==> config.mk <==
export PLATFORM = sky130hd
export DESIGN_NAME = multicycle_ctrl
export DESIGN_NICKNAME = d
export VERILOG_FILES = /design/src/rtl/mc_pkg.sv /design/src/rtl/mc_ctrl_decode.sv /design/src/rtl/multicycle_ctrl.sv
export SDC_FILE = /design/constraint.sdc
export NUM_CORES = 1
export LEC_CHECK = 0
export CAP_MARGIN = 15
export CELL_PAD_IN_SITES_DETAIL_PLACEMENT = 2
export CELL_PAD_IN_SITES_GLOBAL_PLACEMENT = 2
export CORE_UTILIZATION = 23
export DETAILED_ROUTE_END_ITERATION = 12
export PLACE_DENSITY_LB_ADDON = 0.05
export SLEW_MARGIN = 20
export SYNTH_ARGS = -nofsm -noshare
export SYNTH_HDL_FRONTEND = slang
export SYNTH_SLANG_ARGS = --single-unit
==> constraint.sdc <==
create_clock -name clk -period 2.4 [get_ports clk]
set_input_delay 0.48 -clock clk [delete_from_list [all_inputs] [get_ports clk]]
set_output_delay 0.48 -clock clk [all_outputs]
set_load 0.05 [all_outputs]
==> src/rtl/mc_pkg.sv <==
// Shared encodings for the multi-cycle sequencing controller: states, opcodes,
// datapath select encodings and the strobe bundle driven by the decoder.
package mc_pkg;

  typedef enum logic [3:0] {
    FETCH,
    DECODE,
    MEMADR,
    MEMRD,
    MEMWB,
    MEMWR,
    REXEC,
    RWB,
    BEQ,
    JMP,
    ADDIEX,
    ADDIWB,
    TRAP,
    HALT
  } state_t;

  localparam logic [5:0] OP_R    = 6'b000000;
  localparam logic [5:0] OP_LW   = 6'b100011;
  localparam logic [5:0] OP_SW   = 6'b101011;
  localparam logic [5:0] OP_BEQ  = 6'b000100;
  localparam logic [5:0] OP_J    = 6'b000010;
  localparam logic [5:0] OP_ADDI = 6'b001000;
  localparam logic [5:0] OP_HALT = 6'b111111;

  localparam logic [1:0] ALU_ADD   = 2'b00;
  localparam logic [1:0] ALU_SUB   = 2'b01;
  localparam logic [1:0] ALU_FUNCT = 2'b10;

  localparam logic [1:0] SRCB_REGB  = 2'b00;
  localparam logic [1:0] SRCB_FOUR  = 2'b01;
  localparam logic [1:0] SRCB_IMM   = 2'b10;
  localparam logic [1:0] SRCB_BDISP = 2'b11;

  localparam logic [1:0] PCS_ALU    = 2'b00;
  localparam logic [1:0] PCS_ALUREG = 2'b01;
  localparam logic [1:0] PCS_JUMP   = 2'b10;
  localparam logic [1:0] PCS_ZERO   = 2'b11;

  typedef struct packed {
    logic       reg_dst;
    logic       alu_src_a;
    logic       mem_to_reg;
    logic       reg_write;
    logic       mem_read;
    logic       mem_write;
    logic       branch;
    logic       pc_write;
    logic       ir_write;
    logic       i_or_d;
    logic [1:0] alu_op;
    logic [1:0] alu_src_b;
    logic [1:0] pc_source;
    logic       retire;
    logic       illegal;
    logic       halted;
  } ctrl_t;

endpackage

==> src/rtl/mc_ctrl_decode.sv <==
// Moore output decode: current state plus mem_ready to datapath strobes.
module mc_ctrl_decode
  import mc_pkg::*;
(
  input  state_t state,
  input  logic   mem_ready,
  output ctrl_t  ctrl
);

  always_comb begin
    ctrl = '0;
    case (state)
      FETCH: begin
        ctrl.mem_read  = 1'b1;
        ctrl.alu_src_b = SRCB_FOUR;
        // IR/PC only capture on the ready cycle so a stall never double-writes
        ctrl.ir_write  = mem_ready;
        ctrl.pc_write  = mem_ready;
      end
      DECODE: ctrl.alu_src_b = SRCB_BDISP;
      MEMADR: begin
        ctrl.alu_src_a = 1'b1;
        ctrl.alu_src_b = SRCB_IMM;
      end
      MEMRD: begin
        ctrl.mem_read = 1'b1;
        ctrl.i_or_d   = 1'b1;
      end
      MEMWB: begin
        ctrl.reg_write  = 1'b1;
        ctrl.mem_to_reg = 1'b1;
        ctrl.retire     = 1'b1;
      end
      MEMWR: begin
        ctrl.mem_write = 1'b1;
        ctrl.i_or_d    = 1'b1;
        ctrl.retire    = mem_ready;
      end
      REXEC: begin
        ctrl.alu_src_a = 1'b1;
        ctrl.alu_op    = ALU_FUNCT;
      end
      RWB: begin
        ctrl.reg_dst   = 1'b1;
        ctrl.reg_write = 1'b1;
        ctrl.retire    = 1'b1;
      end
      BEQ: begin
        ctrl.alu_src_a = 1'b1;
        ctrl.alu_op    = ALU_SUB;
        ctrl.branch    = 1'b1;
        ctrl.pc_source = PCS_ALUREG;
        ctrl.retire    = 1'b1;
      end
      JMP: begin
        ctrl.pc_write  = 1'b1;
        ctrl.pc_source = PCS_JUMP;
        ctrl.retire    = 1'b1;
      end
      ADDIEX: begin
        ctrl.alu_src_a = 1'b1;
        ctrl.alu_src_b = SRCB_IMM;
      end
      ADDIWB: begin
        ctrl.reg_write = 1'b1;
        ctrl.retire    = 1'b1;
      end
      TRAP: begin
        ctrl.pc_write  = 1'b1;
        ctrl.pc_source = PCS_ZERO;
        ctrl.illegal   = 1'b1;
      end
      HALT: ctrl.halted = 1'b1;
      default: ctrl = '0;
    endcase
  end

endmodule

==> src/rtl/multicycle_ctrl.sv <==
// Multi-cycle processor sequencing FSM: state register, next-state logic and
// reset masking of the decoded strobes.
module multicycle_ctrl
  import mc_pkg::*;
(
  input  logic       clk,
  input  logic       rst_n,
  input  logic [5:0] opcode,
  input  logic       mem_ready,
  output logic       RegDst,
  output logic       ALUSrcA,
  output logic       MemtoReg,
  output logic       RegWrite,
  output logic       MemRead,
  output logic       MemWrite,
  output logic       Branch,
  output logic       PCWrite,
  output logic       IRWrite,
  output logic       IorD,
  output logic [1:0] ALUOp,
  output logic [1:0] ALUSrcB,
  output logic [1:0] PCSource,
  output logic [3:0] state,
  output logic       retire,
  output logic       illegal,
  output logic       halted
);

  state_t state_q, state_d;
  logic   is_lw_q;
  ctrl_t  ctrl_dec, ctrl;

  // LW/SW choice is latched at dispatch so opcode is only consulted in DECODE
  always_ff @(posedge clk) begin
    if (!rst_n) begin
      state_q <= FETCH;
      is_lw_q <= 1'b0;
    end else begin
      state_q <= state_d;
      if (state_q == DECODE) is_lw_q <= (opcode == OP_LW);
    end
  end

  always_comb begin
    state_d = state_q;
    case (state_q)
      FETCH:  if (mem_ready) state_d = DECODE;
      DECODE: begin
        case (opcode)
          OP_LW, OP_SW: state_d = MEMADR;
          OP_R:         state_d = REXEC;
          OP_BEQ:       state_d = BEQ;
          OP_J:         state_d = JMP;
          OP_ADDI:      state_d = ADDIEX;
          OP_HALT:      state_d = HALT;
          default:      state_d = TRAP;
        endcase
      end
      MEMADR: state_d = is_lw_q ? MEMRD : MEMWR;
      MEMRD:  if (mem_ready) state_d = MEMWB;
      MEMWB:  state_d = FETCH;
      MEMWR:  if (mem_ready) state_d = FETCH;
      REXEC:  state_d = RWB;
      RWB:    state_d = FETCH;
      BEQ:    state_d = FETCH;
      JMP:    state_d = FETCH;
      ADDIEX: state_d = ADDIWB;
      ADDIWB: state_d = FETCH;
      TRAP:   state_d = FETCH;
      HALT:   state_d = HALT;
      default: state_d = FETCH;
    endcase
  end

  mc_ctrl_decode u_decode (
    .state     (state_q),
    .mem_ready (mem_ready),
    .ctrl      (ctrl_dec)
  );

  // Masking here keeps a reset asserted mid-instruction from firing any write
  assign ctrl = rst_n ? ctrl_dec : '0;

  assign RegDst   = ctrl.reg_dst;
  assign ALUSrcA  = ctrl.alu_src_a;
  assign MemtoReg = ctrl.mem_to_reg;
  assign RegWrite = ctrl.reg_write;
  assign MemRead  = ctrl.mem_read;
  assign MemWrite = ctrl.mem_write;
  assign Branch   = ctrl.branch;
  assign PCWrite  = ctrl.pc_write;
  assign IRWrite  = ctrl.ir_write;
  assign IorD     = ctrl.i_or_d;
  assign ALUOp    = ctrl.alu_op;
  assign ALUSrcB  = ctrl.alu_src_b;
  assign PCSource = ctrl.pc_source;
  assign retire   = ctrl.retire;
  assign illegal  = ctrl.illegal;
  assign halted   = ctrl.halted;
  assign state    = state_q;

endmodule

After elaboration in Yosys (flattened, before gate mapping) --
Cells that the tools add are included.
Storage, ports and cells: logic and storage cells 58, output and inout bits 23, bits in registers 5, bits of input ports 9
Cells by class: multiplexer cells 23, eq/ne operators 22, reduce and logical (&&, ||, !) cells 11
Operator list (count):
- $pmux W4 S8 | 1
- $eq A4 B4 Y1 const B | 6
- $pmux W4 S6 | 1
- $mux W19 | 1
- $eq A6 B6 Y1 const B | 3
- $eq A4 B3 Y1 const B | 4
- $mux W4 | 3
- $pmux W2 S3 | 2
- $mux W1 | 11
- $reduce_or A2 Y1 | 5
- $eq A4 B2 Y1 const B | 2
- $eq A6 B2 Y1 const B | 1
- $eq A6 B3 Y1 const B | 1
- $eq A6 B4 Y1 const B | 1
- $logic_not A6 Y1 | 1
- $ne A2 B2 Y1 const B | 3
- $reduce_or A5 Y1 | 1
- $eq A4 B1 Y1 const B | 1
- $logic_not A4 Y1 | 1
- $pmux W1 S2 | 2
- $pmux W2 S2 | 1
- $reduce_or A4 Y1 | 1
- $mux W3 | 1
- $reduce_and A3 Y1 | 1
- $reduce_or A3 Y1 | 1

Logic depth before layout (Yosys ltp) --
Gate-level depths: netlist of the first run.
word-level depth 4, depth in mapped cells 6, mapped depth without buffers 4

Cells and area by module --
Synthesis of the first run repeated with hierarchy kept, for this count alone.
Second synthesis, totals: cell total of the unflattened synthesis 119, area, all modules 827.0 µm²
By module, submodules not included:
- multicycle_ctrl | area each 595.6 µm², times used 1, cells each 82, sequential area each 100.1 µm²
- mc_ctrl_decode | area each 231.5 µm², times used 1, cells each 37, sequential area each 0.0 µm²

Least setup slack after synthesis of the first run --
No wires, ideal clock.
path kind reg-to-output, start reg state_q[0], in the netlist state[0], end out IorD, slack -0.798 ns, stages on the path, launching flop included 4, arrival 2.718 ns, buffers on the path 2, path through dfxtp_1 -> buf_6 -> buf_2 -> nor4b_1
On the way: word-level cells in the longest chain between the ends 4, elaborated cells between the ends (all ways) 5, those cells by class eq/ne (2); mux (2); reduce/logical (1)
Ends and longest elaborated chain:
- from (decl) | line multicycle_ctrl.sv:29 | state_t state_q, state_d;
- from (signal assigned) | line multicycle_ctrl.sv:39 | state_q <= state_d;
- $eq A4 B2 Y1 / $eq A4 B3 Y1 (equally long branches) | line mc_ctrl_decode.sv:12 | case (state)
- $reduce_or A2 Y1 (no line) *
- $mux W1 * | line mc_ctrl_decode.sv:12
- $mux W19 * | line multicycle_ctrl.sv:82 | assign ctrl = rst_n ? ctrl_dec : '0;
- to (decl) | line multicycle_ctrl.sv:19 | output logic IorD,
Every way passes the cells marked *; elsewhere a longest branch is shown, timed or not.

Final worst setup path of the first run --
start in mem_ready, end out PCWrite
On the way: word-level cells in the longest chain between the ends 2
Ends and longest elaborated chain:
- from (decl) | line multicycle_ctrl.sv:9 | input logic mem_ready,
- $pmux W1 S2 | line mc_ctrl_decode.sv:12
- $mux W19 | line multicycle_ctrl.sv:82
- to (decl) | line multicycle_ctrl.sv:17 | output logic PCWrite,
No other way between the ends.

==> results of run 1 <==
per-stage QoR:
| stage | cell area, um2 | setup TNS (ns) |
|---|---|---|
| 3_3_place_gp | 1330 | 0 |
| 6_report | 1360 | 0 |
| 4_1_cts | 1360 | 0 |
| 5_1_grt | 1360 | 0 |
| 2_1_floorplan | 787 | -0.646 |
| 3_5_place_dp | 1330 | 0 |
final cells by class:
class,count,share of cell area
multi-input cells,91,0.454
repair buffers,38,0.401
flip-flops and latches,5,0.0737
well taps,44,0.0405
clock buffers,4,0.0193
inverters,4,0.0110
logic make-up (layout without fill, tap and decap cells):
logic type                Yosys count  count (layout)
and+or+nand+nor                    56              56
AOI/OAI and AO/OA                  31              31
buffers and inverters              12              46
DFF                                 5               5
xor gates and xnor gates            3               3
muxes                               1               1
how the worst min path moves through the flow:
stage / startpoint / end / slack, ns
2_1_floorplan: is_lw_q / is_lw_q / 0.48
3_3_place_gp: is_lw_q / is_lw_q / 0.52
3_5_place_dp: is_lw_q / is_lw_q / 0.54
4_1_cts: is_lw_q / is_lw_q / 0.55
5_1_grt: is_lw_q / is_lw_q / 0.57
6_report: is_lw_q / is_lw_q / 0.54
flip-flops by register name (all words and copies together) (netlist names):
register	cells
state	4
is_lw_q	1
cells in the final DEF, fill, tap and decap left out, types with 4 or more instances in the layout:
| cell type | instances |
|---|---|
| o21ai_0 | 5 |
| nor3_2 | 5 |
| nor2_1 | 11 |
| nand2_1 | 9 |
| buf_4 | 10 |
| clkdlybuf4s50_1 | 9 |
| nand2b_1 | 5 |
| buf_12 | 19 |
| nand3_1 | 4 |
| dfxtp_1 | 5 |
critical path: stages:
cell	delay, ns
clkdlybuf4s50_1	0.59
nand2b_1	0.15
o21ai_1	0.15
a22oi_1	0.10
nor2_2	0.15
buf_12	0.16
power breakdown:
part / total [mW] / switching (mW) / internal (mW) / leakage (nW)
clock: 0.0951 / 0.0323 / 0.0627 / 0.0150
combinational: 0.426 / 0.239 / 0.187 / 0.444
sequential: 0.118 / 0.0276 / 0.0908 / 0.0407
total: 0.640 / 0.299 / 0.341 / 0.500
metal layers:
layer  up-vias  track usage
met5         -            0
met4         0       0.0408
met3         2       0.0154
met2        23        0.317
met1       430        0.235
li1        462            -
==> metrics, run 1 <==
main combinational cell family by area after synthesis=simple AND/OR/NAND/NOR gates; Max-Cap Viols=0; pwr/cell area=471 nW/um2; largest net degree at the start of global routing=16; Synth Area in Simple Gates=0.422; Final ANT Viol Nets=0; pre-CTS setup slack=0.132 ns; Via Count=917; critical path capture point=PCWrite; Cell Count, Final, Fillers Out=186; Die Wd=58.8 um; drt total wl=2800 um; worst-path fanout max=6; final setup fails=0; synthesized flop and latch total=5; Seq/Total Area, Yosys=0.135; worst hold slack=0.536 ns; multiplexer area fraction after synthesis=0.0135; I/O Buffers=31; Hold Path Stages=2; warnings from Yosys=0; fin crit share=0.943; Syn Nets=117; total power=0.640 mW; clk root buf=clkbuf_4; synth top area cells=dfxtp_1 (14%), nor2_1 (7.1%), nor3_1 (4.7%); syn avg cell area=6.86 um2; CTS Sinks=5; Setup CP Type=input pin to output pin; clk buf depth=2; Cell variety after synth=46; # fillers=340; area delta synth->final=83.4%; Util after Layout=0.445; layout cells sized above 1=0.345; DR WL/cell=15.1 um; reg2reg end=state[0]; number of cell rows=20; DPL Wire Length=2330 um; Worst R2R Setup Slack=0.70 ns; postcts setup bufs=0; register area=100 um2; CTS tree=built; Layout Skew=0.00244 ns; antenna violations before repair=0; status=finished, final reports clean; Critical Path AT=1.78 ns; r2r worst-path depth=5; Crit. End Element=output pin; Synth top cells by count=nor2_1 (14), nand2_1 (9), nor3_1 (7); Core Area=3050 um2; grt ovf=0; DR top layer=met4; number of hold buffers added after CTS=0; final hold violations=0; ANT cells=0; CTS resizes=0; Syn Inst Count=108; Worst setup SP type=input pin; wl on met1=1300 um; asr flop ratio synth=0; EDFF count, synth=0; IO Pins=32; Netlist Area Pre-Place=741 um2; Final Critical Period=2.26 ns; Initial Utilization=0.243; Max-Slew Margin vs Limit=0.589; CTS Buf Count=3; H-tree levels=1; first-pass GRT wire length=4730 um; Compound-Gate Fraction of Synth Area=0.296; leading area contributor after synthesis=dfxtp_1; Skew-Pair Late Insertion Delay=0.24 ns; Hold Crit Class=flop to flop; Peak VDD IR=339 uV; unrepaired setup endpoints after global routing=false; Worst Setup Slack, final=0.138 ns; critical path required time=1.92 ns; clock slew at reported path FFs=0.04 ns; DRT Pass-1 Iters=4; Met2 Wirelength=1410 um; cell with the most instances after synthesis=nor2_1; Die Ht=58.8 um; adder-cell share of the synthesized area=0; r2r startpoint=state[0]; DRT iter0 DRCs=15; area of the multi-input gates=617 um2; GRT Util Overall=0.179; fmax=0.442 GHz; number of global-route vias before repair=925; Synth top area share=0.135; crit path from=mem_ready; XOR/XNOR Fraction of Synth Area=0.0355; placed insts=182; Static Leak=0.500 nW; Placer Congestion=0.794; Via density=4.93; Slew Viols, Final=0; Final nets=152; Die ar.=3450 um2; # DRC=0; WL met3=64 um; ys flop type=dfxtp_1; worst-margin pin slew=0.616 ns
Power figures use the tool's default switching activity.
==> run 2, diff against run 1 <==
--- a/config.mk
+++ b/config.mk
@@ -8,7 +8,8 @@
 export CAP_MARGIN = 15
 export CELL_PAD_IN_SITES_DETAIL_PLACEMENT = 2
 export CELL_PAD_IN_SITES_GLOBAL_PLACEMENT = 2
-export CORE_UTILIZATION = 23
+export CORE_UTILIZATION = 24
+export CTS_BUF_LIST = sky130_fd_sc_hd__clkbuf_2
 export DETAILED_ROUTE_END_ITERATION = 12
 export PLACE_DENSITY_LB_ADDON = 0.05
 export SLEW_MARGIN = 20
==> run 2 against run 1 <==
Against the previous run:
- the flow now finishes with violations (design-rule violations)
- combinational power rose by 2%
- register-to-register slack worse by 0.04 ns
- critical path type unchanged
- total power fell by 2.3%
- final area decreased by 1.3%
- first-iteration DRC count up 27%
- largest cell class unchanged
- die area shrank 4.0%
- worst hold slack better by 0.0054 ns
- wire length is 6.1% higher
==> metrics, run 2 (synthesized netlist as in run 1, its figures left out) <==
status=finished, violations left; failing checks=design-rule violations; CP delay by family, top=buffers and inverters; GRT Util Overall=0.195 (+0.0156); Met2 Wirelength=1600 um (+14%); CTS resizes=0 (unchanged); clk buf depth=2 (unchanged); number of global-route vias before repair=1019 (+10%); area delta synth->final=81.1%; DRT iter0 DRCs=19 (+4); wl on met1=1310 um (+0.46%); critical path required time=1.92 ns (about the same); grt ovf=0 (unchanged); clk root buf=clkbuf_2; I/O Buffers=31 (unchanged); CTS Buf Count=3 (unchanged); CTS tree=built; Via Count=929 (+1.3%); ANT cells=0 (unchanged); number of hold buffers added after CTS=0 (unchanged); Worst R2R Setup Slack=0.66 ns (-0.04 ns); Die Ht=57.6 um (-2.0%); DPL Wire Length=2470 um (+5.8%); Worst setup SP type=input pin; r2r worst-path depth=5 (unchanged); CTS Sinks=5 (unchanged); most frequent cells in the layout=buf_12 (19), nor2_1 (12), buf_4 (11); WL met3=60 um (-6.3%); sum of negative setup slack=0 ns (unchanged); Setup CP Type=input pin to output pin; Final ANT Viol Nets=0 (unchanged); Util after Layout=0.474 (+0.0290); slowest stage delay, CP=0.58 ns (about the same); # fillers=322 (-5.3%); final hold violations=0 (unchanged); pre-CTS setup slack=0.0768 ns (-0.0554 ns); Placer Congestion=0.802 (+0.96%); Max-Cap Viols=0 (unchanged); Initial Utilization=0.262 (+0.0192); Worst Setup Slack, final=0.0864 ns (-0.0513 ns); clock slew at reported path FFs=0.05 ns (about the same); Hold Crit Class=flop to flop; Critical Path AT=1.83 ns (+0.05 ns); # DRC=4 (+4); Crit. End Element=output pin; Final Critical Period=2.31 ns (+0.0513 ns); worst-path fanout max=6 (unchanged); reg2reg end=state[0]; worst-margin pin slew=0.626 ns (+0.00948 ns); DP Area=1320 um2 (-0.66%); Layout Skew=0.00333 ns (+0.000890 ns); Core Area=2830 um2 (-7.3%); Worst Path Buf+Inv=3 (+1); first-pass GRT wire length=4970 um (+5.2%); r2r startpoint=state[0]; Hold Path Stages=2 (unchanged); final setup fails=0 (unchanged); DR top layer=met3; H-tree levels=1 (unchanged); Slew Viols, Final=0 (unchanged); pwr/cell area=466 nW/um2 (-1.0%); unrepaired setup endpoints after global routing=false; Max-Slew Margin vs Limit=0.582 (-0.00633); Final nets=153 (+0.66%); postcts setup bufs=0 (unchanged); DRT Pass-1 Iters=12 (+8); flip-flop count of the largest register after layout=4 (unchanged); Hold EP=is_lw_q; min-delay src=is_lw_q; Die ar.=3310 um2 (-4.0%); cell area after layout=1340 um2 (-1.3%); CP cell instances=clkdlybuf4s50_1, buf_4, nand2_1, nor3_2, buf_12; drt total wl=2970 um (+6.1%); slowest CP cell=clkdlybuf4s50_1; number of cell rows=19 (-5.0%); IO Pins=32 (unchanged); Die Wd=57.6 um (-2.0%); DR WL/cell=17.1 um (+13%); layout cells sized above 1=0.350 (+0.00458); antenna violations before repair=0 (unchanged); fin crit share=0.964 (+0.0214); fmax=0.432 GHz (-2.2%); Via density=5.34 (+8.3%); largest net degree at the start of global routing=16 (unchanged); Peak VDD IR=383 uV (+13%); Static Leak=0.506 nW (+1.2%); Skew-Pair Late Insertion Delay=0.21 ns (-0.03 ns); commonest non-fill, non-tap cell in the layout=buf_12
[run 2: worst max-delay path by stage]
stage | start | end | slack (ns) | cells past startpoint
after detailed placement | rst_n | Branch | 0.08 | 5
final | rst_n | Branch | 0.09 | 5
after floorplan | state[3] | MemtoReg | -0.11 | 3
after global placement | rst_n | IRWrite | 0.10 | 4
after CTS | rst_n | Branch | 0.06 | 5
after global routing | rst_n | Branch | 0.0003 | 5
[run 2: worst register-to-register path, delay by kind of cell (launching register included)]
kind,cells,cell delay [ns]
AO/OA/AOI/OAI,2,0.45
buffers and inverters,1,0.27
flip-flops,1,0.72
AND/OR/NAND/NOR,2,0.21
[run 2: per-layer routing]
layer | up-vias | track usage
met4 | 0 | 0.0523
met1 | 445 | 0.229
li1 | 464 | -
met3 | 0 | 0.0136
met5 | - | 0
met2 | 20 | 0.374
[run 2: area by class of cell]
type	instances	area, um2	share of cell area
flip-flops and latches	5	100	0.0746
well taps	31	38.8	0.0289
multi-input cells	91	614	0.458
clock buffers	4	20.0	0.0149
inverters	4	15.0	0.0112
repair buffers	39	553	0.412
[run 2: through the flow]
stage	cells	hold WS [ns]	total power, mW
global route	174	0.581	0.660
detailed placement	170	0.529	0.555
floorplan	108	0.478	0.380
finish	174	0.542	0.625
CTS	174	0.550	0.636
global placement	170	0.523	0.543
[run 2: power breakdown]
group	internal [mW]	switching [mW]	total, mW	leakage (nW)
registers	0.0906	0.0250	0.116	0.0407
clock network	0.0441	0.0320	0.0761	0.0166
logic	0.189	0.244	0.433	0.449
